$ cat config.mk
export PLATFORM = sky130hd
export DESIGN_NAME = mac_out_stage
export DESIGN_NICKNAME = d
export VERILOG_FILES = /design/src/rtl/mac_out_stage_pkg.sv /design/src/rtl/mac_out_stage_pipe.sv /design/src/rtl/mac_out_stage.sv
export SDC_FILE = /design/constraint.sdc
export NUM_CORES = 1
export LEC_CHECK = 0
export BUFFER_PORTS_ARGS = -buffer_cell sky130_fd_sc_hd__buf_2
export CORE_MARGIN = 4
export CORE_UTILIZATION = 59
export CTS_BUF_LIST = sky130_fd_sc_hd__clkbuf_4 sky130_fd_sc_hd__clkbuf_8
export DETAILED_ROUTE_END_ITERATION = 12
export HOLD_SLACK_MARGIN = 0.03
export PLACE_DENSITY = 0.77
export SLEW_MARGIN = 5
export SYNTH_ARGS = -nofsm -noshare
export SYNTH_HDL_FRONTEND = slang
export SYNTH_SLANG_ARGS = --single-unit
$ cat constraint.sdc
create_clock -name CLK -period 9.03 [get_ports CLK]
set_clock_uncertainty 0.2 [all_clocks]
set_input_delay 1.806 -clock CLK [delete_from_list [all_inputs] [get_ports CLK]]
set_output_delay 1.806 -clock CLK [all_outputs]
set_load 0.01 [all_outputs]
$ cat src/rtl/mac_out_stage_pkg.sv
// mac_out_stage_pkg: mode encodings and pipeline-depth limits shared by the MAC output stage.
package mac_out_stage_pkg;
  typedef logic [1:0] mode_t;
  localparam mode_t MODE_ADD  = 2'b00;
  localparam mode_t MODE_MAC  = 2'b01;
  localparam mode_t MODE_HALF = 2'b10;
  localparam mode_t MODE_FULL = 2'b11;
  localparam int PIPE_MIN = 1;
  localparam int PIPE_MAX = 4;
endpackage

$ cat src/rtl/mac_out_stage_pipe.sv
// mac_out_pipe: DEPTH-stage delay line for packed {valid, clr, mode, result} words.
module mac_out_pipe #(
  parameter int DW    = 8,
  parameter int DEPTH = 1
) (
  input  logic          clk,
  input  logic          rst_n,
  input  logic [DW-1:0] d,
  output logic [DW-1:0] q
);
  logic [DW-1:0] stage_q [DEPTH];
  logic [DW-1:0] stage_d [DEPTH];
  always_comb begin
    stage_d[0] = d;
    for (int i = 1; i < DEPTH; i++) stage_d[i] = stage_q[i-1];
  end
  always_ff @(posedge clk or negedge rst_n)
    if (!rst_n) for (int i = 0; i < DEPTH; i++) stage_q[i] <= '0;
    else stage_q <= stage_d;
  assign q = stage_q[DEPTH-1];
endmodule

$ cat src/rtl/mac_out_stage.sv
// mac_out_stage: pipelined ADD/MAC/HALF/FULL result selector with accumulator and sticky overflow.
// Define MAC_OUT_STAGE_SAT_EN to make MAC accumulation saturate instead of wrap.
module mac_out_stage
  import mac_out_stage_pkg::*;
#(
  parameter int WIDTH = 16,
  parameter int PIPE  = 2
) (
  input  logic               CLK,
  input  logic               RST_N,
  input  logic               IN_VALID,
  input  logic [WIDTH-1:0]   A,
  input  logic [WIDTH-1:0]   B,
  input  logic [1:0]         SELM,
  input  logic               ACC_CLR,
  output logic [2*WIDTH-1:0] OUT,
  output logic               OUT_VALID,
  output logic               ACC_OVF
);
  localparam int P  = PIPE < PIPE_MIN ? PIPE_MIN : PIPE > PIPE_MAX ? PIPE_MAX : PIPE;
  localparam int RW = 2 * WIDTH;
  localparam int H  = WIDTH / 2;
  localparam int DW = RW + 4;
  logic             s1_valid, s1_clr;
  mode_t            s1_mode;
  logic [WIDTH-1:0] s1_a, s1_b;
  generate
    if (P == 1) begin : g_s1_comb
      assign {s1_valid, s1_clr, s1_mode, s1_a, s1_b} = {IN_VALID, ACC_CLR, SELM, A, B};
    end else begin : g_s1_reg
      logic [DW-1:0] s1_q, s1_d;
      always_comb s1_d = {IN_VALID, ACC_CLR, SELM, A, B};
      always_ff @(posedge CLK or negedge RST_N)
        if (!RST_N) s1_q <= '0;
        else s1_q <= s1_d;
      assign {s1_valid, s1_clr, s1_mode, s1_a, s1_b} = s1_q;
    end
  endgenerate
  logic [WIDTH:0]   sum;
  logic [WIDTH-1:0] half;
  logic [RW-1:0]    prod, res;
  always_comb begin
    sum  = {1'b0, s1_a} + {1'b0, s1_b};
    half = WIDTH'(s1_a[H-1:0]) * WIDTH'(s1_b[H-1:0]);
    prod = RW'(s1_a) * RW'(s1_b);
    res  = s1_mode == MODE_ADD  ? RW'(sum) :
           s1_mode == MODE_HALF ? RW'(half) :
           (s1_mode == MODE_MAC || s1_mode == MODE_FULL) ? prod : '0;
  end
  // MAC carries the raw product; the accumulate happens in the last stage only.
  logic [DW-1:0] p_in, p_out;
  assign p_in = {s1_valid, s1_clr, s1_mode, res};
  generate
    if (P >= 3) begin : g_dly
      mac_out_pipe #(.DW(DW), .DEPTH(P - 2)) u_pipe (
        .clk  (CLK),
        .rst_n(RST_N),
        .d    (p_in),
        .q    (p_out)
      );
    end else begin : g_nodly
      assign p_out = p_in;
    end
  endgenerate
  logic          p_valid, p_clr, mac;
  mode_t         p_mode;
  logic [RW-1:0] p_res, out_q, out_d, acc_q, acc_d;
  logic [RW:0]   acc_sum;
  logic          vld_q, vld_d, ovf_q, ovf_d;
  assign {p_valid, p_clr, p_mode, p_res} = p_out;
  always_comb begin
    mac     = p_valid && p_mode == MODE_MAC;
    acc_sum = {1'b0, p_clr ? {RW{1'b0}} : acc_q} + {1'b0, p_res};
    acc_d   = acc_q;
    ovf_d   = ovf_q;
    out_d   = out_q;
    vld_d   = p_valid;
    if (mac) begin
`ifdef MAC_OUT_STAGE_SAT_EN
      acc_d = acc_sum[RW] ? '1 : acc_sum[RW-1:0];
`else
      acc_d = acc_sum[RW-1:0];
`endif
      ovf_d = (ovf_q & ~p_clr) | acc_sum[RW];
    end else if (!p_valid && p_clr) begin
      acc_d = '0;
      ovf_d = 1'b0;
    end
    if (p_valid) out_d = mac ? acc_d : p_res;
  end
  always_ff @(posedge CLK or negedge RST_N)
    if (!RST_N) begin
      out_q <= '0;
      acc_q <= '0;
      vld_q <= 1'b0;
      ovf_q <= 1'b0;
    end else begin
      out_q <= out_d;
      acc_q <= acc_d;
      vld_q <= vld_d;
      ovf_q <= ovf_d;
    end
  assign OUT       = out_q;
  assign OUT_VALID = vld_q;
  assign ACC_OVF   = ovf_q;
endmodule

Word level (Yosys, flattened, before mapping)
Index checks and enable logic that the tools add are counted.
- flip-flop bits (word level): 102
- input bits: 38
- $add $sub $neg: 2
- multipliers: 2
- equal/unequal tests: 3
- mux-type cells: 9
- bitwise gates (word level): 3
- reductions and logical operators: 6
- operators by type and width (operator ; number):
    $mux W32 ; 7
    $add A32 B32 Y33 ; 1
    $mul A16 B16 Y32 ; 1
    $add A16 B16 Y17 ; 1
    $mul A8 B8 Y16 ; 1
    $eq A2 B2 Y1 const B ; 2
    $eq A2 B1 Y1 const B ; 1
    $logic_and A1 B1 Y1 ; 2
    $logic_not A2 Y1 ; 1
    $mux W1 ; 2
    $reduce_bool A2 Y1 ; 1
    $and A1 B1 Y1 ; 1
    $logic_not A1 Y1 ; 1
    $logic_or A1 B1 Y1 ; 1
    $not A1 Y1 ; 1
    $or A1 B1 Y1 ; 1

Logic depth before layout (Yosys ltp)
Gate-level depths: netlist of run 1.
- depth in word-level cells: 8
- mapped depth: 33
- mapped depth without buffers: 32

Worst setup path after synthesis of run 1
OpenSTA, ideal clock, no wires.
- kind: flip-flop to flip-flop
- start: register g_s1_reg.s1_q[1]
- end: register acc_q[28]
- arrival: 7.171 ns
- data required time: 8.698 ns
- path slack: 1.527 ns
- stages on the path, launching flop included: 28
- cell sequence: dfrtp_1 > clkbuf_1 > nand2_1 > fa_1 > fa_1 > inv_1 > fa_1 > fa_1 > fa_1 > inv_1 > fa_1 > inv_1 > ha_1 > clkbuf_1 > nor2_1 > a211oi_1 > nand2_1 > o31a_1 > xor2_1 > nor2_1 > ha_1 > clkbuf_1 > and3_1 > a2111oi_0 > a211oi_1 > a211oi_1 > xor2_1 > o21ai_1
- longest elaborated chain between the ends: 6
- elaborated cells on any way between the ends: 8
- those cells by class: add/sub (2); mul (2); mux (4)
- ends and longest elaborated chain (item ; RTL line ; RTL):
    start: declaration ; mac_out_stage.sv:31 ; logic [DW-1:0] s1_q, s1_d;
    start signal: assignment ; mac_out_stage.sv:34 ; if (!RST_N) s1_q <= '0;
    start signal: assignment ; mac_out_stage.sv:35 ; else s1_q <= s1_d;
    $mul A16 B16 Y32 ; mac_out_stage.sv:45 ; prod = RW'(s1_a) * RW'(s1_b);
    $mux W32 ; mac_out_stage.sv:48 ; (s1_mode == MODE_MAC || s1_mode == MODE_FULL) ? prod : '0;
    $mux W32 ; mac_out_stage.sv:47 ; s1_mode == MODE_HALF ? RW'(half) :
    $mux W32 * ; mac_out_stage.sv:46 ; res = s1_mode == MODE_ADD ? RW'(sum) :
    $add A32 B32 Y33 * ; mac_out_stage.sv:73 ; acc_sum = {1'b0, p_clr ? {RW{1'b0}} : acc_q} + {1'b0, p_res};
    $mux W32 * ; mac_out_stage.sv:78 ; if (mac) begin
    net acc_d[28] ; mac_out_stage.sv:67 ; logic [RW-1:0] p_res, out_q, out_d, acc_q, acc_d;
    end signal: assignment ; mac_out_stage.sv:94 ; acc_q <= '0;
    end signal: assignment ; mac_out_stage.sv:99 ; acc_q <= acc_d;
    end: declaration ; mac_out_stage.sv:67 ;
Mark *: on every way through the listed nets, which the timed path passes. The rest lies on a longest branch.
A chain may end at the register's enable or synchronous reset.

Final worst setup path of run 1
- start: register g_s1_reg.s1_q[19]
- end: register out_q[30] (netlist: OUT[30])
- longest elaborated chain between the ends: 7
- elaborated cells on any way between the ends: 9
- those cells by class: add/sub (2); mul (2); mux (5)
- ends and longest elaborated chain (item ; RTL line ; RTL):
    $mul A16 B16 Y32 ; mac_out_stage.sv:45 ;
    $mux W32 ; mac_out_stage.sv:48 ;
    $mux W32 ; mac_out_stage.sv:47 ;
    $mux W32 * ; mac_out_stage.sv:46 ;
    $add A32 B32 Y33 ; mac_out_stage.sv:73 ;
    $mux W32 ; mac_out_stage.sv:78 ;
    $mux W32 * ; mac_out_stage.sv:89 ; if (p_valid) out_d = mac ? acc_d : p_res;
    end signal: assignment ; mac_out_stage.sv:98 ; out_q <= out_d;
    end: declaration ; mac_out_stage.sv:67 ;
Mark *: on every way between the ends. The rest lies on a longest branch, timed or not.

==> results.py, run 1 <==
metrics = {
    "outcome": {
        "status": "finished, final reports clean",
    },
    "placement": {
        "dp_slack_ns": 0.446,
        "hpwl_um": 34400,
        "place.gp.congestion": 0.958,
        "portBuffers": 71,
        "placed_area_um2": 17400,
    },
    "clock_network": {
        "cts_buffers": 9,
        "cts-htree-levels": 3,
        "clk-insertion-delay-late_ns": 0.42,
        "clockRootBuffer": "clkbuf_8",
        "cts_tree": "built",
        "cts_setup_buffers": 0,
        "clk_path_buf_depth": 2,
        "path_clk_slew_ns": 0.11,
        "cts_sinks": 102,
        "cts-hold-fix-buffers": 0,
    },
    "setup_path": {
        "crit_top_cell": "fa_1",
        "cpPeakStageDelay_ns": 0.87,
        "required_ns": 9.11,
        "crit_path_start_kind": "register",
        "arrival_ns": 8.58,
        "crit_fanout": 16,
        "critPathKind": "reg -> reg",
        "crit_slowest_cell": "dfrtp_1",
        "cp-end-kind": "register",
        "rr_worst_depth": 29,
    },
    "timing": {
        "fin_crit_sh": 0.942,
        "final.setup.tns_ns": 0,
        "worstMarginPinSlew_ns": 0.878,
        "setup_ws_ns": 0.521,
        "hold_viol": 0,
        "slew_headroom": 0.414,
        "drv_slew": 0,
        "rsz0062_at_grt": "no",
        "max_freq_mhz": 118,
        "period_needed_ns": 8.51,
        "finalSetupViolCount": 0,
    },
    "drt": {
        "drtPass1Iterations": 5,
        "via_count": 13230,
        "drc": 0,
        "detail-route-antenna-nets": 0,
        "via_per_inst": 5.74,
        "dr.first_iter.drc_count": 904,
        "drt_wl_total_um": 43300,
        "wire_per_inst_um": 18.8,
    },
    "min_path": {
        "hp-class": "reg -> reg",
        "holdPathStages": 2,
    },
    "floorplanning": {
        "start_util": 0.598,
        "ioPinCount": 72,
        "coreArea_um2": 27800,
        "dieArea_um2": 30900,
        "die_w_um": 176,
        "placementRows": 61,
        "die_h_um": 176,
    },
    "logic_synthesis": {
        "synthAdderAreaFrac": 0.420,
        "synthSimpleGateAreaFrac": 0.162,
        "synth_area_leader_cell": "fa_1",
        "ys.flop_type": "dfrtp_1",
        "synth_cell_types": 76,
        "synth_xor_area_frac": 0.0406,
        "ys_ff_latch": 102,
        "syn_inst": 1885,
        "synth_fp_nets": 2342,
        "avgSynthCellArea_um2": 8.82,
        "synth_compound_area_frac": 0.130,
        "synth_edf_count": 0,
        "synthArstFlopShare": 1.00,
        "seq_area_frac_synth": 0.154,
        "ys_warn_count": 0,
        "synth_top_area_share": 0.279,
        "synth_area_um2": 16600,
        "synth_top_family_by_area": "adder cells",
        "synth_mux_area_frac": 0.00301,
        "synth_area_leaders": "fa_1 28%, dfrtp_1 15%, ha_1 14%",
    },
    "global_route": {
        "grt_pass1_wl_um": 72700,
        "grt_max_degree": 64,
        "grt.total_usage": 0.295,
        "grt_pass1_vias": 13846,
        "grt_overflow_total": 0,
        "antenna_found_initial": 1,
    },
    "job": {
        "maxCapViolCount": 0,
    },
    "final_layout": {
        "fin_nets": 2380,
        "area_delta_synth_final_pct": 5.62,
        "final_util": 0.632,
        "fin_area_um2": 17600,
        "num_antenna_cells": 0,
        "drive_gt1_frac": 0.0685,
    },
}
[kinds of logic (layout without fill, tap and decap cells)]
| family | Yosys count | in the layout |
|---|---|---|
| simple gates | 569 | 569 |
| fa+ha+maj | 419 | 419 |
| buf+inv | 400 | 443 |
| compound gates | 313 | 313 |
| flops | 102 | 102 |
| xor+xnor | 77 | 77 |
| mux | 5 | 5 |
[flip-flops by register name (all words and copies together), names as in the netlist]
name and cells:
acc_q 32, ACC_OVF 1, OUT 32, OUT_VALID 1
g_s1_reg.s1_q 36
[final cells by class]
cell class	instances	area, µm²
Clock buffer	9	124
Clock inverter	7	53.8
Fill cell	2418	10200
Inverter	334	1250
Multi-Input combinational cell	1383	12600
Sequential cell	102	2550
Tap cell	378	473
Timing Repair Buffer	93	523
[worst paths after layout]
kind	end	start	slack [ns]
max	OUT[30]	g_s1_reg.s1_q[19]	0.52
max reg2reg	OUT[30]	g_s1_reg.s1_q[19]	0.52
min in group asynchronous	OUT[1]	RST_N	1.18
min reg2reg	acc_q[25]	acc_q[25]	0.28
max in group asynchronous	g_s1_reg.s1_q[15]	RST_N	6.21
min	acc_q[25]	acc_q[25]	0.28
[routing by layer]
metal	vias up	track usage	share of wire
met1	6531	0.421	0.43
li1	6121	-	-
met3	74	0.0504	0.077
met4	2	0.0819	0.028
met5	-	0	0.00030
met2	502	0.471	0.46
[cell usage in the layout, fill, tap and decap left out, types with 10 or more instances in the layout]
| master | count |
|---|---|
| inv_1 | 334 |
| nand2_1 | 276 |
| fa_1 | 232 |
| ha_1 | 187 |
| and2_1 | 116 |
| dfrtp_1 | 101 |
| a21oi_1 | 86 |
| buf_2 | 70 |
| nor2_1 | 60 |
| xnor2_1 | 45 |
| o21ai_0 | 43 |
| nor2b_1 | 36 |
| a21o_1 | 35 |
| xor2_1 | 32 |
| nand3_1 | 25 |
| buf_4 | 23 |
| a31oi_1 | 14 |
| and3_1 | 13 |
| nand4_1 | 13 |
| o21a_1 | 12 |
| a22o_1 | 11 |
| o21ai_1 | 10 |
[through the flow]
stage,hold WS [ns],cells
floorplan,0.211,1885
global placement,0.251,2290
detailed placement,0.255,2290
CTS,0.284,2306
global route,0.307,2306
finish,0.277,2306
[repair_timing]
item,4_1_cts,5_1_grt
setup endpoints to repair,0,10
hold endpoints to repair,0,0
resized for setup,0,1
[cell usage after synthesis, types with 7 or more instances]
master    number
nor2b_1       36
a31oi_1       14
a211oi_1       9
a21oi_1       87
and3_1        13
o221ai_1       8
a21o_1        35
o21ai_0       43
dfrtp_1      102
nand2_1      276
xnor2_1       45
o21ai_1       10
nor3_1         8
o21a_1        12
o211ai_1       8
nor2_1        60
ha_1         187
fa_1         232
o21bai_1       7
nand4_1       13
nand3_1       25
and2_1       116
a22o_1        11
xor2_1        32
inv_1        334
clkbuf_1      63
[worst max-delay path: cells and delay by family (launching register included)]
family,cells,cell delay [ns]
adders and majority gates,9,3.68
AOI/OAI and AO/OA,10,2.31
DFF,1,0.87
and+or+nand+nor,4,0.64
xor gates and xnor gates,2,0.41
buffers and inverters,4,0.30
Power of run 1 is left out: the tool's default activity adds up to more than one toggle a clock period on the data nets, which glitch-free logic cannot reach.
==> run 2, diff against run 1 <==
==> constraint.sdc (replaced) <==
create_clock -name CLK -period 9.03 [get_ports CLK]
set_clock_uncertainty 0.2 [all_clocks]
set_input_delay 0.4515 -clock CLK [delete_from_list [all_inputs] [get_ports CLK]]
set_output_delay 0.4515 -clock CLK [all_outputs]
set_load 0.01 [all_outputs]
==> results.py, run 2 (synthesis gave the netlist of run 1 again) <==
metrics = {
    "setup_path": {
        "crit_fanout": 16,
        "critPathKind": "reg -> reg",
        "crit_family": "adder cells",
        "startpoint": "g_s1_reg.s1_q[19]",
        "crit_top_cell": "fa_1",
        "crit_path_start_kind": "register",
        "crit_slowest_cell": "dfrtp_1",
        "cp.buffers_inverters": 4,
        "required_ns": 9.10,
        "rr_startpoint": "g_s1_reg.s1_q[19]",
        "arrival_ns": 8.60,
        "cpPeakStageDelay_ns": 0.88,
        "cp-end-kind": "register",
    },
    "drt": {
        "drc": 0,
        "via_count": 13364,
        "drt_wl_total_um": 43800,
        "dr.first_iter.drc_count": 897,
        "detail-route-antenna-nets": 0,
        "wire_per_inst_um": 18.7,
        "via_per_inst": 5.70,
        "drtPass1Iterations": 5,
    },
    "timing": {
        "max_freq_mhz": 117,
        "worstMarginPinSlew_ns": 0.880,
        "rsz0062_at_grt": "no",
        "finalSetupViolCount": 0,
        "fin_crit_sh": 0.945,
        "final.setup.tns_ns": 0,
        "slew_headroom": 0.413,
        "hold_viol": 0,
        "period_needed_ns": 8.53,
        "drv_slew": 0,
    },
    "floorplanning": {
        "coreArea_um2": 27800,
        "die_h_um": 176,
        "dieArea_um2": 30900,
        "start_util": 0.598,
        "die_w_um": 176,
        "ioPinCount": 72,
        "placementRows": 61,
    },
    "clock_network": {
        "clk_path_buf_depth": 2,
        "cts-htree-levels": 3,
        "cts_sinks": 102,
        "cts_buffers": 9,
        "cts_setup_buffers": 0,
        "clockRootBuffer": "clkbuf_8",
        "clk-insertion-delay-late_ns": 0.42,
        "path_clk_slew_ns": 0.11,
        "cts_tree": "built",
    },
    "global_route": {
        "grt_overflow_total": 0,
        "grt_pass1_vias": 14045,
        "grt_pass1_wl_um": 73600,
        "grt.total_usage": 0.299,
        "antenna_found_initial": 1,
        "grt_max_degree": 64,
    },
    "final_layout": {
        "final_common_cell": "inv_1",
        "top_register": "g_s1_reg.s1_q",
        "fin_nets": 2417,
        "largest_reg_flops": 36,
        "area_delta_synth_final_pct": 7.85,
        "final_cell_mix": "334 x inv_1, 276 x nand2_1, 232 x fa_1",
        "num_antenna_cells": 0,
        "drive_gt1_frac": 0.0672,
    },
    "min_path": {
        "hold_start": "acc_q[25]",
        "hp-class": "reg -> reg",
    },
    "job": {
        "maxCapViolCount": 0,
    },
    "placement": {
        "hpwl_um": 34400,
        "place.gp.congestion": 0.958,
        "portBuffers": 71,
    },
    "outcome": {
        "status": "finished, final reports clean",
    },
}
## run 2: changes by cell type in the layout (fill, tap and decap cells not counted)
cell	before	now
dlygate4sd3_1	0	37
## run 2: layout make-up
cell class              count  area (µm²)
multi-input cells        1383       12600
fillers                  2372        9860
flip-flops and latches    102        2550
inverters                 334        1250
repair buffers            130         893
well taps                 378         473
clock buffers               9         124
clock inverters             7        53.8
## run 2: path summary, 6_finish.rpt
path	to	slack, ns	cells after the start
setup / recovery	OUT[30]	0.50	29
hold / removal	acc_q[25]	0.28	2
setup reg to reg	OUT[30]	0.50	29
hold reg to reg	acc_q[25]	0.28	2
max in group asynchronous	g_s1_reg.s1_q[15]	7.02	3
min in group asynchronous	OUT[1]	0.37	2
## run 2: worst register-to-register path: cells and delay by family (launching register included)
kind                     cells  cell delay (ns)
AO/OA/AOI/OAI               10             2.34
AND/OR/NAND/NOR              4             0.64
flip-flops                   1             0.88
buffers and inverters        4             0.30
adder cells (fa/ha/maj)      9             3.67
XOR/XNOR                     2             0.40
## run 2: routing by layer
layer  track usage  wire, µm
met5             0        13
met4        0.0841      1250
met3        0.0514      3420
met2         0.479     20200
met1         0.423     18900
## run 2: stage by stage
| stage | util | instances | hold slack, ns | cell area, µm² | setup slack, ns |
|---|---|---|---|---|---|
| 2_1_floorplan | - | 1885 | -0.0441 | 16600 | 1.53 |
| 3_3_place_gp | 0.625 | 2290 | 0.251 | 17400 | 0.431 |
| 3_5_place_dp | 0.625 | 2290 | 0.255 | 17400 | 0.446 |
| 4_1_cts | 0.645 | 2343 | 0.284 | 17900 | 0.363 |
| 5_1_grt | 0.645 | 2343 | 0.307 | 17900 | 0.00870 |
| 6_report | 0.645 | 2343 | 0.276 | 17900 | 0.500 |
## run 2: repair_timing
action / in CTS / in global routing
endpoints found under the hold margin: 75 / 0
endpoints found under the setup margin: 0 / 10
resized for setup: 0 / 1
hold buffers: 37 / 0
Power of run 2 is left out for the same reason.
